--- src/rtl/hazard_ctrl_if.sv ---
// Signal bundle between the CPU pipeline datapath and the hazard sequencer.
// The slave side is the sequencer; the master side drives the hazard sources.
interface hazard_ctrl_if #(
    parameter int CNT_W = 16
);
    logic [4:0]       ID_rs_i;
    logic [4:0]       ID_rt_i;
    logic             ID_use_rt_i;
    logic             EX_MemRead_i;
    logic [4:0]       EX_rt_i;
    logic             branch_taken_i;
    logic             dmem_req_i;
    logic             dmem_ack_i;
    logic             pc_we_o;
    logic             ifid_we_o;
    logic             ifid_flush_o;
    logic             idex_we_o;
    logic             idex_flush_o;
    logic             exmem_we_o;
    logic             memwb_bubble_o;
    logic [CNT_W-1:0] stall_cnt_o;
    logic             error_o;

    modport slave (
        input  ID_rs_i, ID_rt_i, ID_use_rt_i, EX_MemRead_i, EX_rt_i,
               branch_taken_i, dmem_req_i, dmem_ack_i,
        output pc_we_o, ifid_we_o, ifid_flush_o, idex_we_o, idex_flush_o,
               exmem_we_o, memwb_bubble_o, stall_cnt_o, error_o
    );

    modport master (
        output ID_rs_i, ID_rt_i, ID_use_rt_i, EX_MemRead_i, EX_rt_i,
               branch_taken_i, dmem_req_i, dmem_ack_i,
        input  pc_we_o, ifid_we_o, ifid_flush_o, idex_we_o, idex_flush_o,
               exmem_we_o, memwb_bubble_o, stall_cnt_o, error_o
    );
endinterface

--- src/rtl/hazard_ctrl.sv ---
// Pipeline sequencer for the 5-stage CPU: resolves memory-wait, load-use and
// taken-branch hazards, counts stall cycles and flags memory timeouts.
module hazard_ctrl #(
    parameter int MEM_TIMEOUT = 255,
    parameter int CNT_W       = 16
) (
    input logic          clk_i,
    input logic          rst_i,
    hazard_ctrl_if.slave bus
);
    typedef enum logic [1:0] {S_RUN, S_MEM_WAIT, S_ERROR} state_t;

    localparam logic [15:0] TIMEOUT_W = 16'(MEM_TIMEOUT);

    state_t           r_state;
    state_t           w_state_nxt;
    logic [15:0]      r_wcnt;
    logic [15:0]      w_wcnt_nxt;
    logic [CNT_W-1:0] r_stall_cnt;
    logic             r_error;

    logic w_mem_wait;
    logic w_load_use;
    logic w_pc_we;
    logic w_ifid_we;
    logic w_ifid_flush;
    logic w_idex_we;
    logic w_idex_flush;
    logic w_exmem_we;
    logic w_memwb_bubble;

    assign w_mem_wait = bus.dmem_req_i & ~bus.dmem_ack_i;
    assign w_load_use = bus.EX_MemRead_i && (bus.EX_rt_i != 5'd0) &&
                        ((bus.EX_rt_i == bus.ID_rs_i) ||
                         (bus.ID_use_rt_i && (bus.EX_rt_i == bus.ID_rt_i)));

    always_comb begin
        w_pc_we        = 1'b1;
        w_ifid_we      = 1'b1;
        w_ifid_flush   = 1'b0;
        w_idex_we      = 1'b1;
        w_idex_flush   = 1'b0;
        w_exmem_we     = 1'b1;
        w_memwb_bubble = 1'b0;
        w_state_nxt    = r_state;
        w_wcnt_nxt     = r_wcnt;

        if (rst_i) begin
            w_pc_we        = 1'b0;
            w_ifid_we      = 1'b0;
            w_idex_we      = 1'b0;
            w_exmem_we     = 1'b0;
            w_ifid_flush   = 1'b1;
            w_idex_flush   = 1'b1;
            w_memwb_bubble = 1'b1;
            w_state_nxt    = S_RUN;
            w_wcnt_nxt     = 16'd0;
        end else if (r_state == S_ERROR || w_mem_wait) begin
            // Freeze every stage and drain a bubble into WB.
            w_pc_we        = 1'b0;
            w_ifid_we      = 1'b0;
            w_idex_we      = 1'b0;
            w_exmem_we     = 1'b0;
            w_memwb_bubble = 1'b1;
            if (r_state == S_MEM_WAIT && r_wcnt == TIMEOUT_W) begin
                w_state_nxt = S_ERROR;
            end else if (r_state != S_ERROR) begin
                w_state_nxt = S_MEM_WAIT;
                w_wcnt_nxt  = (r_state == S_RUN) ? 16'd1 : r_wcnt + 16'd1;
            end
        end else begin
            w_state_nxt = S_RUN;
            w_wcnt_nxt  = 16'd0;
            if (w_load_use) begin
                // A coincident branch is not flushed; it re-resolves next cycle.
                w_pc_we      = 1'b0;
                w_ifid_we    = 1'b0;
                w_idex_flush = 1'b1;
            end else if (bus.branch_taken_i) begin
                w_ifid_flush = 1'b1;
            end
        end
    end

    always_ff @(posedge clk_i) begin
        if (rst_i) begin
            r_state     <= S_RUN;
            r_wcnt      <= 16'd0;
            r_stall_cnt <= '0;
            r_error     <= 1'b0;
        end else begin
            r_state <= w_state_nxt;
            r_wcnt  <= w_wcnt_nxt;
            if (!w_pc_we && r_stall_cnt != {CNT_W{1'b1}}) begin
                r_stall_cnt <= r_stall_cnt + 1'b1;
            end
            if (w_state_nxt == S_ERROR) begin
                r_error <= 1'b1;
            end
        end
    end

    assign bus.pc_we_o        = w_pc_we;
    assign bus.ifid_we_o      = w_ifid_we;
    assign bus.ifid_flush_o   = w_ifid_flush;
    assign bus.idex_we_o      = w_idex_we;
    assign bus.idex_flush_o   = w_idex_flush;
    assign bus.exmem_we_o     = w_exmem_we;
    assign bus.memwb_bubble_o = w_memwb_bubble;
    assign bus.stall_cnt_o    = r_stall_cnt;
    assign bus.error_o        = r_error;
endmodule

--- src/flat_wrapper.sv ---
// flat-port wrapper written by rule: the top's interface ports become plain ports
module hazard_ctrl_flat 
#(
    parameter int MEM_TIMEOUT = 255,
    parameter int CNT_W       = 16
)
  (clk_i, rst_i, bus_ID_rs_i, bus_ID_rt_i, bus_ID_use_rt_i, bus_EX_MemRead_i, bus_EX_rt_i, bus_branch_taken_i, bus_dmem_req_i, bus_dmem_ack_i, bus_pc_we_o, bus_ifid_we_o, bus_ifid_flush_o, bus_idex_we_o, bus_idex_flush_o, bus_exmem_we_o, bus_memwb_bubble_o, bus_stall_cnt_o, bus_error_o);
  hazard_ctrl_if #(.CNT_W(CNT_W)) bus_i ();
  input logic clk_i;
  input logic rst_i;
  input wire logic [$bits(bus_i.ID_rs_i)-1:0] bus_ID_rs_i;
  input wire logic [$bits(bus_i.ID_rt_i)-1:0] bus_ID_rt_i;
  input wire logic [$bits(bus_i.ID_use_rt_i)-1:0] bus_ID_use_rt_i;
  input wire logic [$bits(bus_i.EX_MemRead_i)-1:0] bus_EX_MemRead_i;
  input wire logic [$bits(bus_i.EX_rt_i)-1:0] bus_EX_rt_i;
  input wire logic [$bits(bus_i.branch_taken_i)-1:0] bus_branch_taken_i;
  input wire logic [$bits(bus_i.dmem_req_i)-1:0] bus_dmem_req_i;
  input wire logic [$bits(bus_i.dmem_ack_i)-1:0] bus_dmem_ack_i;
  output wire logic [$bits(bus_i.pc_we_o)-1:0] bus_pc_we_o;
  output wire logic [$bits(bus_i.ifid_we_o)-1:0] bus_ifid_we_o;
  output wire logic [$bits(bus_i.ifid_flush_o)-1:0] bus_ifid_flush_o;
  output wire logic [$bits(bus_i.idex_we_o)-1:0] bus_idex_we_o;
  output wire logic [$bits(bus_i.idex_flush_o)-1:0] bus_idex_flush_o;
  output wire logic [$bits(bus_i.exmem_we_o)-1:0] bus_exmem_we_o;
  output wire logic [$bits(bus_i.memwb_bubble_o)-1:0] bus_memwb_bubble_o;
  output wire logic [$bits(bus_i.stall_cnt_o)-1:0] bus_stall_cnt_o;
  output wire logic [$bits(bus_i.error_o)-1:0] bus_error_o;
  assign bus_i.ID_rs_i = bus_ID_rs_i;
  assign bus_i.ID_rt_i = bus_ID_rt_i;
  assign bus_i.ID_use_rt_i = bus_ID_use_rt_i;
  assign bus_i.EX_MemRead_i = bus_EX_MemRead_i;
  assign bus_i.EX_rt_i = bus_EX_rt_i;
  assign bus_i.branch_taken_i = bus_branch_taken_i;
  assign bus_i.dmem_req_i = bus_dmem_req_i;
  assign bus_i.dmem_ack_i = bus_dmem_ack_i;
  assign bus_pc_we_o = bus_i.pc_we_o;
  assign bus_ifid_we_o = bus_i.ifid_we_o;
  assign bus_ifid_flush_o = bus_i.ifid_flush_o;
  assign bus_idex_we_o = bus_i.idex_we_o;
  assign bus_idex_flush_o = bus_i.idex_flush_o;
  assign bus_exmem_we_o = bus_i.exmem_we_o;
  assign bus_memwb_bubble_o = bus_i.memwb_bubble_o;
  assign bus_stall_cnt_o = bus_i.stall_cnt_o;
  assign bus_error_o = bus_i.error_o;
  hazard_ctrl #(.MEM_TIMEOUT(MEM_TIMEOUT), .CNT_W(CNT_W)) u_core (.clk_i(clk_i), .rst_i(rst_i), .bus(bus_i));
endmodule
--- config.mk ---
export PLATFORM = sky130hd
export DESIGN_NAME = hazard_ctrl_flat
export DESIGN_NICKNAME = d
export VERILOG_FILES = /design/src/rtl/hazard_ctrl_if.sv /design/src/rtl/hazard_ctrl.sv /design/src/flat_wrapper.sv
export SDC_FILE = /design/constraint.sdc
export NUM_CORES = 1
export LEC_CHECK = 0
export CORE_ASPECT_RATIO = 1.5
export CORE_MARGIN = 2
export CORE_UTILIZATION = 52
export DETAILED_ROUTE_END_ITERATION = 8
export PLACE_DENSITY = 0.81
export SYNTH_ARGS = -nofsm -noshare
export SYNTH_HDL_FRONTEND = slang
export SYNTH_SLANG_ARGS = --single-unit
--- constraint.sdc ---
create_clock -name clk_i -period 2.2 [get_ports clk_i]
set_input_delay 0.22 -clock clk_i [delete_from_list [all_inputs] [get_ports clk_i]]
set_output_delay 0.22 -clock clk_i [all_outputs]
set_load 0.03 [all_outputs]
Word-level counts from Yosys, hierarchy flattened
Cells that the tools add are included.
W data, S select, Z words.
{"block": "totals", "ff_bits": 35, "input_bits": 22, "output_inout_bits": 24, "elab_cells": 49}
{"block": "op_classes", "add_sub_neg": 2, "eq_ne": 8, "mux": 19, "bitwise": 4, "reduce_logical": 12}
{"cell": "$add A16 B1 Y16 const B", "n": 2}
{"cell": "$eq A16 B8 Y1 const B", "n": 1}
{"cell": "$mux W16", "n": 1}
{"cell": "$ne A16 B16 Y1 const B", "n": 1}
{"cell": "$mux W1", "n": 14}
{"cell": "$eq A5 B5 Y1", "n": 2}
{"cell": "$mux W2", "n": 4}
{"cell": "$logic_and A1 B1 Y1", "n": 5}
{"cell": "$reduce_bool A5 Y1", "n": 1}
{"cell": "$eq A2 B2 Y1 const B", "n": 2}
{"cell": "$not A1 Y1", "n": 3}
{"cell": "$eq A2 B1 Y1 const B", "n": 1}
{"cell": "$logic_not A2 Y1", "n": 1}
{"cell": "$logic_or A1 B1 Y1", "n": 2}
{"cell": "$ne A2 B2 Y1 const B", "n": 1}
{"cell": "$reduce_and A2 Y1", "n": 1}
{"cell": "$reduce_or A2 Y1", "n": 1}
{"cell": "$and A1 B1 Y1", "n": 1}
{"cell": "$logic_not A1 Y1", "n": 1}

Depth between registers and ports, before layout
Gate-level depths: netlist (run 1).
{"block": "depth", "word_depth": 9, "depth_mapped": 8, "ltp_nobuf": 6}

Least setup slack after synthesis (run 1)
Ideal clock, no wire load.
{"block": "synth_path", "kind": "input to output", "start": "in bus_EX_rt_i[0]", "end": "out bus_pc_we_o", "arrival_time_ps": 2033, "t_required_ps": 1980, "setup_slack_ps": -53, "path_stages": 6, "n_path_buf": 2, "path_cell_list": "or4_1 o21a_4 buf_6 and2_1 nor2_1 buf_4"}
{"block": "synth_between", "elab_chain_len": 7, "word_cells_on_any_way": 10}
{"element": "start, declared", "line": "flat_wrapper.sv:15", "text": "input wire logic [$bits(bus_i.EX_rt_i)-1:0] bus_EX_rt_i;"}
{"element": "$eq A5 B5 Y1", "line": "hazard_ctrl.sv:35", "text": "(bus.ID_use_rt_i && (bus.EX_rt_i == bus.ID_rt_i)));"}
{"element": "$logic_and A1 B1 Y1", "line": "hazard_ctrl.sv:35"}
{"element": "$logic_or A1 B1 Y1", "line": "hazard_ctrl.sv:34", "text": "((bus.EX_rt_i == bus.ID_rs_i) ||"}
{"element": "$logic_and A1 B1 Y1 (*)", "line": "hazard_ctrl.sv:33", "text": "assign w_load_use = bus.EX_MemRead_i && (bus.EX_rt_i != 5'd0) &&"}
{"element": "$mux W1 (*) (3 in series)"}
{"element": "end, declared", "line": "flat_wrapper.sv:19", "text": "output wire logic [$bits(bus_i.pc_we_o)-1:0] bus_pc_we_o;"}
Every way passes the cells marked *; elsewhere a longest branch is shown, timed or not.

Final worst setup path (run 1)
{"block": "layout_path", "start": "in bus_EX_rt_i[4]", "end": "out bus_ifid_flush_o"}
{"block": "layout_between", "elab_chain_len": 7, "word_cells_on_any_way": 10}
{"element": "$eq A5 B5 Y1", "line": "hazard_ctrl.sv:35"}
{"element": "$logic_and A1 B1 Y1", "line": "hazard_ctrl.sv:35"}
{"element": "$logic_or A1 B1 Y1", "line": "hazard_ctrl.sv:34"}
{"element": "$logic_and A1 B1 Y1 (*)", "line": "hazard_ctrl.sv:33"}
{"element": "$mux W1 (*)", "line": "hazard_ctrl.sv:74", "text": "if (w_load_use) begin"}
{"element": "$mux W1 (*)", "line": "hazard_ctrl.sv:58", "text": "end else if (r_state == S_ERROR || w_mem_wait) begin"}
{"element": "$mux W1 (*)", "line": "hazard_ctrl.sv:48", "text": "if (rst_i) begin"}
{"element": "end, declared", "line": "flat_wrapper.sv:21", "text": "output wire logic [$bits(bus_i.ifid_flush_o)-1:0] bus_ifid_flush_o;"}
Marks and branches as above.

==> metrics, run 1 <==
status=finished, final reports clean; critical path endpoint category=output port; WHS=approximately 0.46 ns; DRT iter0 DRCs=60; Sum Neg Setup Slack=0 ns; Cells after Synth=around 280; vias in the first global route=about 2,200; WL met1=approximately 2000 um; Synth Area per Inst=8.27 um^2; Worst path max stage delay=roughly 0.42 ns; Max Fclk=between 400 and 500 MHz; die outline height=85.0 um; Post-synth EDFFs=0; Global Route Usage Sum=0.232; setup bufs post-CTS=0; area growth from synthesis to layout=30.5%; top_reg_cell synth=dfxtp_1; layout cells sized above 1=0.190; Arr. time, crit path=between 1.5 and 2 ns; Antenna Cells=0; metal3 WL=approximately 200 um; Worst Path Required=about 2.0 ns; worst skew pair latency=0.29 ns; GRT Residual Overflow=0; number of CTS-inserted buffers=5; WL final=approximately 5300 um; Std-Cell Rows=29; Root Buffer=clkbuf_8; leakage=between 0.001 and 0.0015 uW; Syn Nets=around 300; crit-path cells=clkdlybuf4s50_1 > or4_4 > o21a_4 > and2_1 > buf_4 > o21ai_1 > buf_4; CP Class=in2out; synthesized cell area=roughly 2300 um^2; WL per Instance=between 10 and 15 um; CTS tree=done; Crit Path Max Fanout=3; RD Place Congestion=about 0.81; crit path buf inv count=3; crit path time final=around 2.1 ns; Netlist cell types=52; drt via density=between 5 and 6; CTS H-tree lvls=2; Clock Pin Slew Worst Setup and Hold Paths=~0.070 ns; Worst Max-Slew Pin Slew=0.542 ns; max layer used=met4; crit-path leading delay family=buffers and inverters; first-pass GRT wire length=approximately 9200 um; clock skew=0.00749 ns; Clock Tree Buf Depth=2; post-DP HPWL=slightly above 4000 um; fill cell count=340; Worst IR Drop VDD=between 0.3 and 0.4 mV; DIE WIDTH=just under 60 um; post-synthesis sequential area ratio=0.308; Cell Pwr Density=444 nW/um^2; number of routed nets with antenna violations=0; max-slew violations=0; RSZ-0062 raised after global routing=no; worst rel slew slack=0.638; I/O Pins=46; die footprint=about 4900 um^2; core area=4210 um^2; most frequent CP cell=buf_4; CP max stage cell=clkdlybuf4s50_1; Post-synth ARST share=0; TritonCTS sink count=35; Final #Nets=approximately 360; fin crit share=0.946; met2 wire length=roughly 3000 um; initial antenna violation count=0; drc violations=0; hold-fix buffer count after cts=0; Synth Warn #=0; endpoints failing hold=0; worst min path class=reg2reg; DRT Pass-1 Iters=4; Critical Path Start Type=input port; setup violators final=0; largest net degree at the start of global routing=32; Initial Util=0.540; routed vias=approximately 2,200; #FFs+latches synth=35; total of max-cap violations=0; port bufs=45
-- where the power goes --
group          internal, uW  switching, uW  leakage (uW)
Sequential              640           7.37      0.000283
Clock                   222            226     0.0000422
Combinational           112            109      0.000754
-- routing by layer --
layer | GRT usage | vias up
li1 | - | 1132
met1 | 0.230 | 1040
met2 | 0.441 | 53
met3 | 0.0488 | 16
met4 | 0.110 | 0
met5 | 0 | -
-- layout by cell type (no fill, tap or decap), types with 4 or more instances in the layout --
master,instances
and3_1,4
mux2_4,6
a21oi_1,11
mux2_1,4
nor3_1,4
or3_1,10
nand4_1,16
clkbuf_8,5
nand3_2,5
dfxtp_1,35
inv_1,8
and2_1,6
nand3_1,16
xnor2_1,11
o21ai_1,12
nor2_1,21
o21ai_0,10
buf_4,28
and4_1,5
clkdlybuf4s50_1,35
nor2b_1,14
nand2_1,13
-- kinds of logic after synthesis --
| family | Yosys count | share of synthesized area |
|---|---|---|
| xor+xnor | 13 | 0.0501 |
| mux | 14 | 0.0787 |
| compound gates | 59 | 0.172 |
| fa+ha+maj | 2 | 0.0110 |
| buf+inv | 24 | 0.0534 |
| simple gates | 128 | 0.327 |
| flops | 35 | 0.308 |
-- sequential cells by signal, summed over array words and instances (netlist names) --
signal / flops
u_core.r_state: 2
u_core.bus.stall_cnt_o: 16
u_core.r_wcnt: 16
u_core.bus.error_o: 1
-- path summary, 6_finish.rpt --
check	startpoint	end	slack, ns	depth (start not counted)
max	bus_EX_rt_i[4]	bus_ifid_flush_o	0.12	7
min	u_core.bus.error_o$_SDFFE_PP0N_	u_core.bus.error_o$_SDFFE_PP0N_	0.46	1
max reg2reg	u_core.r_wcnt[0]$_SDFFE_PP0P_	u_core.r_wcnt[9]$_SDFFE_PP0P_	0.19	7
min reg2reg	u_core.bus.error_o$_SDFFE_PP0N_	u_core.bus.error_o$_SDFFE_PP0N_	0.46	1
-- per-stage QoR --
step	util	setup slack [ns]	cell area, um^2	power [uW]	cells
after global routing	0.705	0.0285	2970	1380	382
after global placement	0.679	-0.295	2860	877	374
after detailed placement	0.679	-0.306	2860	881	374
after floorplan	-	0.113	2280	775	275
final	0.705	0.118	2970	1320	382
after CTS	0.699	0.00316	2940	1320	382
-- area by class of cell --
cell class	count	area (um^2)	area share
inverter	8	30.0	0.0101
clock buffer	7	76.3	0.0257
multi-input combinational	216	1470	0.495
tap	46	57.6	0.0194
clock inverter	1	5.00	0.00169
sequential	35	701	0.236
timing repair buffer	69	628	0.212
-- cell usage after synthesis, types with 4 or more instances --
cell type | instances | share of area
xnor2_1 | 11 | 0.042
clkbuf_1 | 4 | 0.0066
nor2_1 | 22 | 0.036
nand4_1 | 16 | 0.044
and3_1 | 4 | 0.011
mux2_1 | 4 | 0.020
nand3_2 | 5 | 0.022
nand2_1 | 13 | 0.021
or3_1 | 10 | 0.028
inv_1 | 8 | 0.013
a21oi_1 | 11 | 0.024
and4_1 | 5 | 0.019
nand3_1 | 16 | 0.035
mux2_4 | 6 | 0.040
dfxtp_1 | 35 | 0.31
buf_4 | 4 | 0.013
o21ai_0 | 10 | 0.022
buf_2 | 7 | 0.015
o21ai_1 | 12 | 0.026
and2_1 | 6 | 0.017
nor3_1 | 4 | 0.0088
nor2b_1 | 14 | 0.039
-- timing repair --
action | in CTS | in global routing
resized for setup | 5 | 6
hold endpoints to repair | 0 | 0
pin swaps | 1 | 0
setup endpoints to repair | 4 | 6
-- worst reg2reg max path, stage by stage (launching register included) --
cell and delay [ns]:
dfxtp_1 0.33, ha_1 0.24, and3b_1 0.19, nand4_1 0.19, o2111ai_1 0.30, buf_4 0.26, or3_1 0.30, a21oi_1 0.15
No activity file was read; power rests on OpenSTA's default activity.
==> run 2: changes to the inputs <==
- CORE_UTILIZATION: 52 -> 29
- PLACE_DENSITY: 0.81 -> unset
==> metrics, run 2 (synthesis gave the netlist of run 1 again) <==
DP Worst Slack=-0.305 ns (+0.000979 ns); Global Route Usage Sum=0.140 (-0.0921); status=finished, final reports clean; clock skew=0.0109 ns (+0.00343 ns); largest net degree at the start of global routing=32 (unchanged); max-slew violations=0 (unchanged); number of CTS-inserted buffers=5 (unchanged); vias in the first global route=2,216 (+2.0%); Reg-to-Reg Start=u_core.r_wcnt[0]$_SDFFE_PP0P_; setup bufs post-CTS=0 (unchanged); Std-Cell Rows=39 (+34%); setup violators final=0 (unchanged); Reg2Reg Depth=7 (unchanged); initial antenna violation count=0 (unchanged); Setup WS post-layout=0.0394 ns (-0.0785 ns); port bufs=45 (unchanged); number of routed nets with antenna violations=0 (unchanged); hold_sp=u_core.bus.error_o$_SDFFE_PP0N_; total of max-cap violations=0 (unchanged); R2R Setup Slk=0.19 ns (about the same); Hold EP=u_core.bus.error_o$_SDFFE_PP0N_; most frequent cells in the layout=clkdlybuf4s50_1, dfxtp_1, buf_4; most common cell after layout, fill and taps aside=clkdlybuf4s50_1; Root Buffer=clkbuf_16; final core occ=0.412 (-0.294); I/O Pins=46 (unchanged); worst rel slew slack=0.404 (-0.234); Max Fclk=463 MHz (-3.6%); DIE WIDTH=76.3 um (+32%); Antenna Cells=0 (unchanged); CTS H-tree lvls=2 (unchanged); drt via density=5.02 (-14%); Initial Util=0.299 (-0.242); Critical Path Start Type=input port; drc violations=0 (unchanged); endpoints failing hold=0 (unchanged); Crit Path Max Fanout=2 (-1); RSZ-0062 raised after global routing=no; worst r2r dst=u_core.r_wcnt[9]$_SDFFE_PP0P_; DRT iter0 DRCs=86 (+43%); cell area after layout=3130 um^2 (+5.6%); GRT Residual Overflow=0 (unchanged); Power Total=1690 uW (+28%); WL final=5670 um (+7.2%); Clock Pin Slew Worst Setup and Hold Paths=0.06 ns (about the same); die outline height=112 um (+32%); routed vias=2,192 (-2.2%); post-DP HPWL=4390 um (+8.3%); Clock Tree Buf Depth=2 (unchanged); crit path time final=2.16 ns (+0.0785 ns); fill cell count=800 (+140%); WL per Instance=13.0 um (-6.3%); fin crit share=0.982 (+0.0357); first-pass GRT wire length=10,100 um (+9.6%); RD Place Congestion=0.764 (-6.0%); leakage=0.00111 uW (+2.6%); Cell Pwr Density=539 nW/um^2 (+21%); Worst Hold Depth=1 (unchanged); DRT Pass-1 Iters=4 (unchanged); worst min path class=reg2reg; Arr. time, crit path=1.94 ns (+0.08 ns); Worst Max-Slew Pin Slew=0.888 ns (+0.346 ns); Post-DP Area=2920 um^2 (+2.2%); Worst Path Required=1.98 ns (about the same); CP Class=in2out; worst skew pair latency=0.28 ns (about the same); layout cells sized above 1=0.200 (+0.00952); area growth from synthesis to layout=37.7%; CTS tree=done; Final #Nets=358 (-0.28%); die footprint=8580 um^2 (+74%); hold-fix buffer count after cts=0 (unchanged); critical path endpoint category=output port; TritonCTS sink count=35 (unchanged); core area=7610 um^2 (+81%); Worst IR Drop VDD=0.299 mV (-22%)
==> run 2: final cells by class <==
type	instances	area, um^2	share of cell area
multi-input cells	216	1480	0.471
flip-flops and latches	35	701	0.224
repair buffers	68	627	0.200
well taps	102	128	0.0407
clock buffers	5	125	0.0399
clock inverters	3	46.3	0.0148
inverters	8	30.0	0.00958
==> run 2: what timing repair did <==
action | in CTS | in global routing
gates resized for setup | 9 | 4
cloned | 0 | 0
pin swaps | 1 | 2
endpoints found under the setup margin | 4 | 5
==> run 2: per-layer routing <==
| layer | track usage | part of all wire | vias up |
|---|---|---|---|
| met5 | 0 | 0 | - |
| li1 | - | - | 1129 |
| met2 | 0.261 | 0.54 | 32 |
| met3 | 0.0289 | 0.025 | 8 |
| met4 | 0.0473 | 0.014 | 0 |
| met1 | 0.158 | 0.42 | 1023 |
==> run 2: worst max path at each step <==
stage,startpoint,to,slack (ns),depth (start not counted)
after global placement,bus_EX_rt_i[0],bus_idex_flush_o,-0.30,6
after detailed placement,bus_EX_rt_i[0],bus_idex_flush_o,-0.31,6
after global routing,bus_EX_rt_i[3],bus_idex_flush_o,0.01,6
after CTS,bus_EX_rt_i[0],bus_idex_flush_o,0.004,6
after floorplan,bus_EX_rt_i[0],bus_pc_we_o,0.11,6
final,bus_EX_rt_i[3],bus_idex_flush_o,0.04,6
==> run 2: critical path: stages <==
cell and delay (ns):
clkdlybuf4s50_1 0.42, or4_4 0.52, o21a_4 0.21, and2_4 0.15, a21o_1 0.15, clkdlybuf4s15_2 0.27
==> run 2: through the flow <==
| stage | instances | setup TNS [ns] | hold WS, ns |
|---|---|---|---|
| 5_1_grt | 437 | 0 | 0.495 |
| 3_3_place_gp | 429 | -0.624 | 0.450 |
| 6_report | 437 | 0 | 0.476 |
| 2_1_floorplan | 275 | 0 | 0.437 |
| 4_1_cts | 437 | 0 | 0.482 |
| 3_5_place_dp | 429 | -0.693 | 0.468 |
==> run 2: report_power, final <==
group	internal [uW]	total, uW	switching [uW]
clock network	538	814	276
registers	641	646	5.28
logic	115	228	113
total	1290	1690	394
==> run 3: changes to the inputs <==
- CTS_CLUSTER_SIZE: unset -> 25
==> results of run 3 <==
Final layout, timing and power as in run 2 (identical DEF).
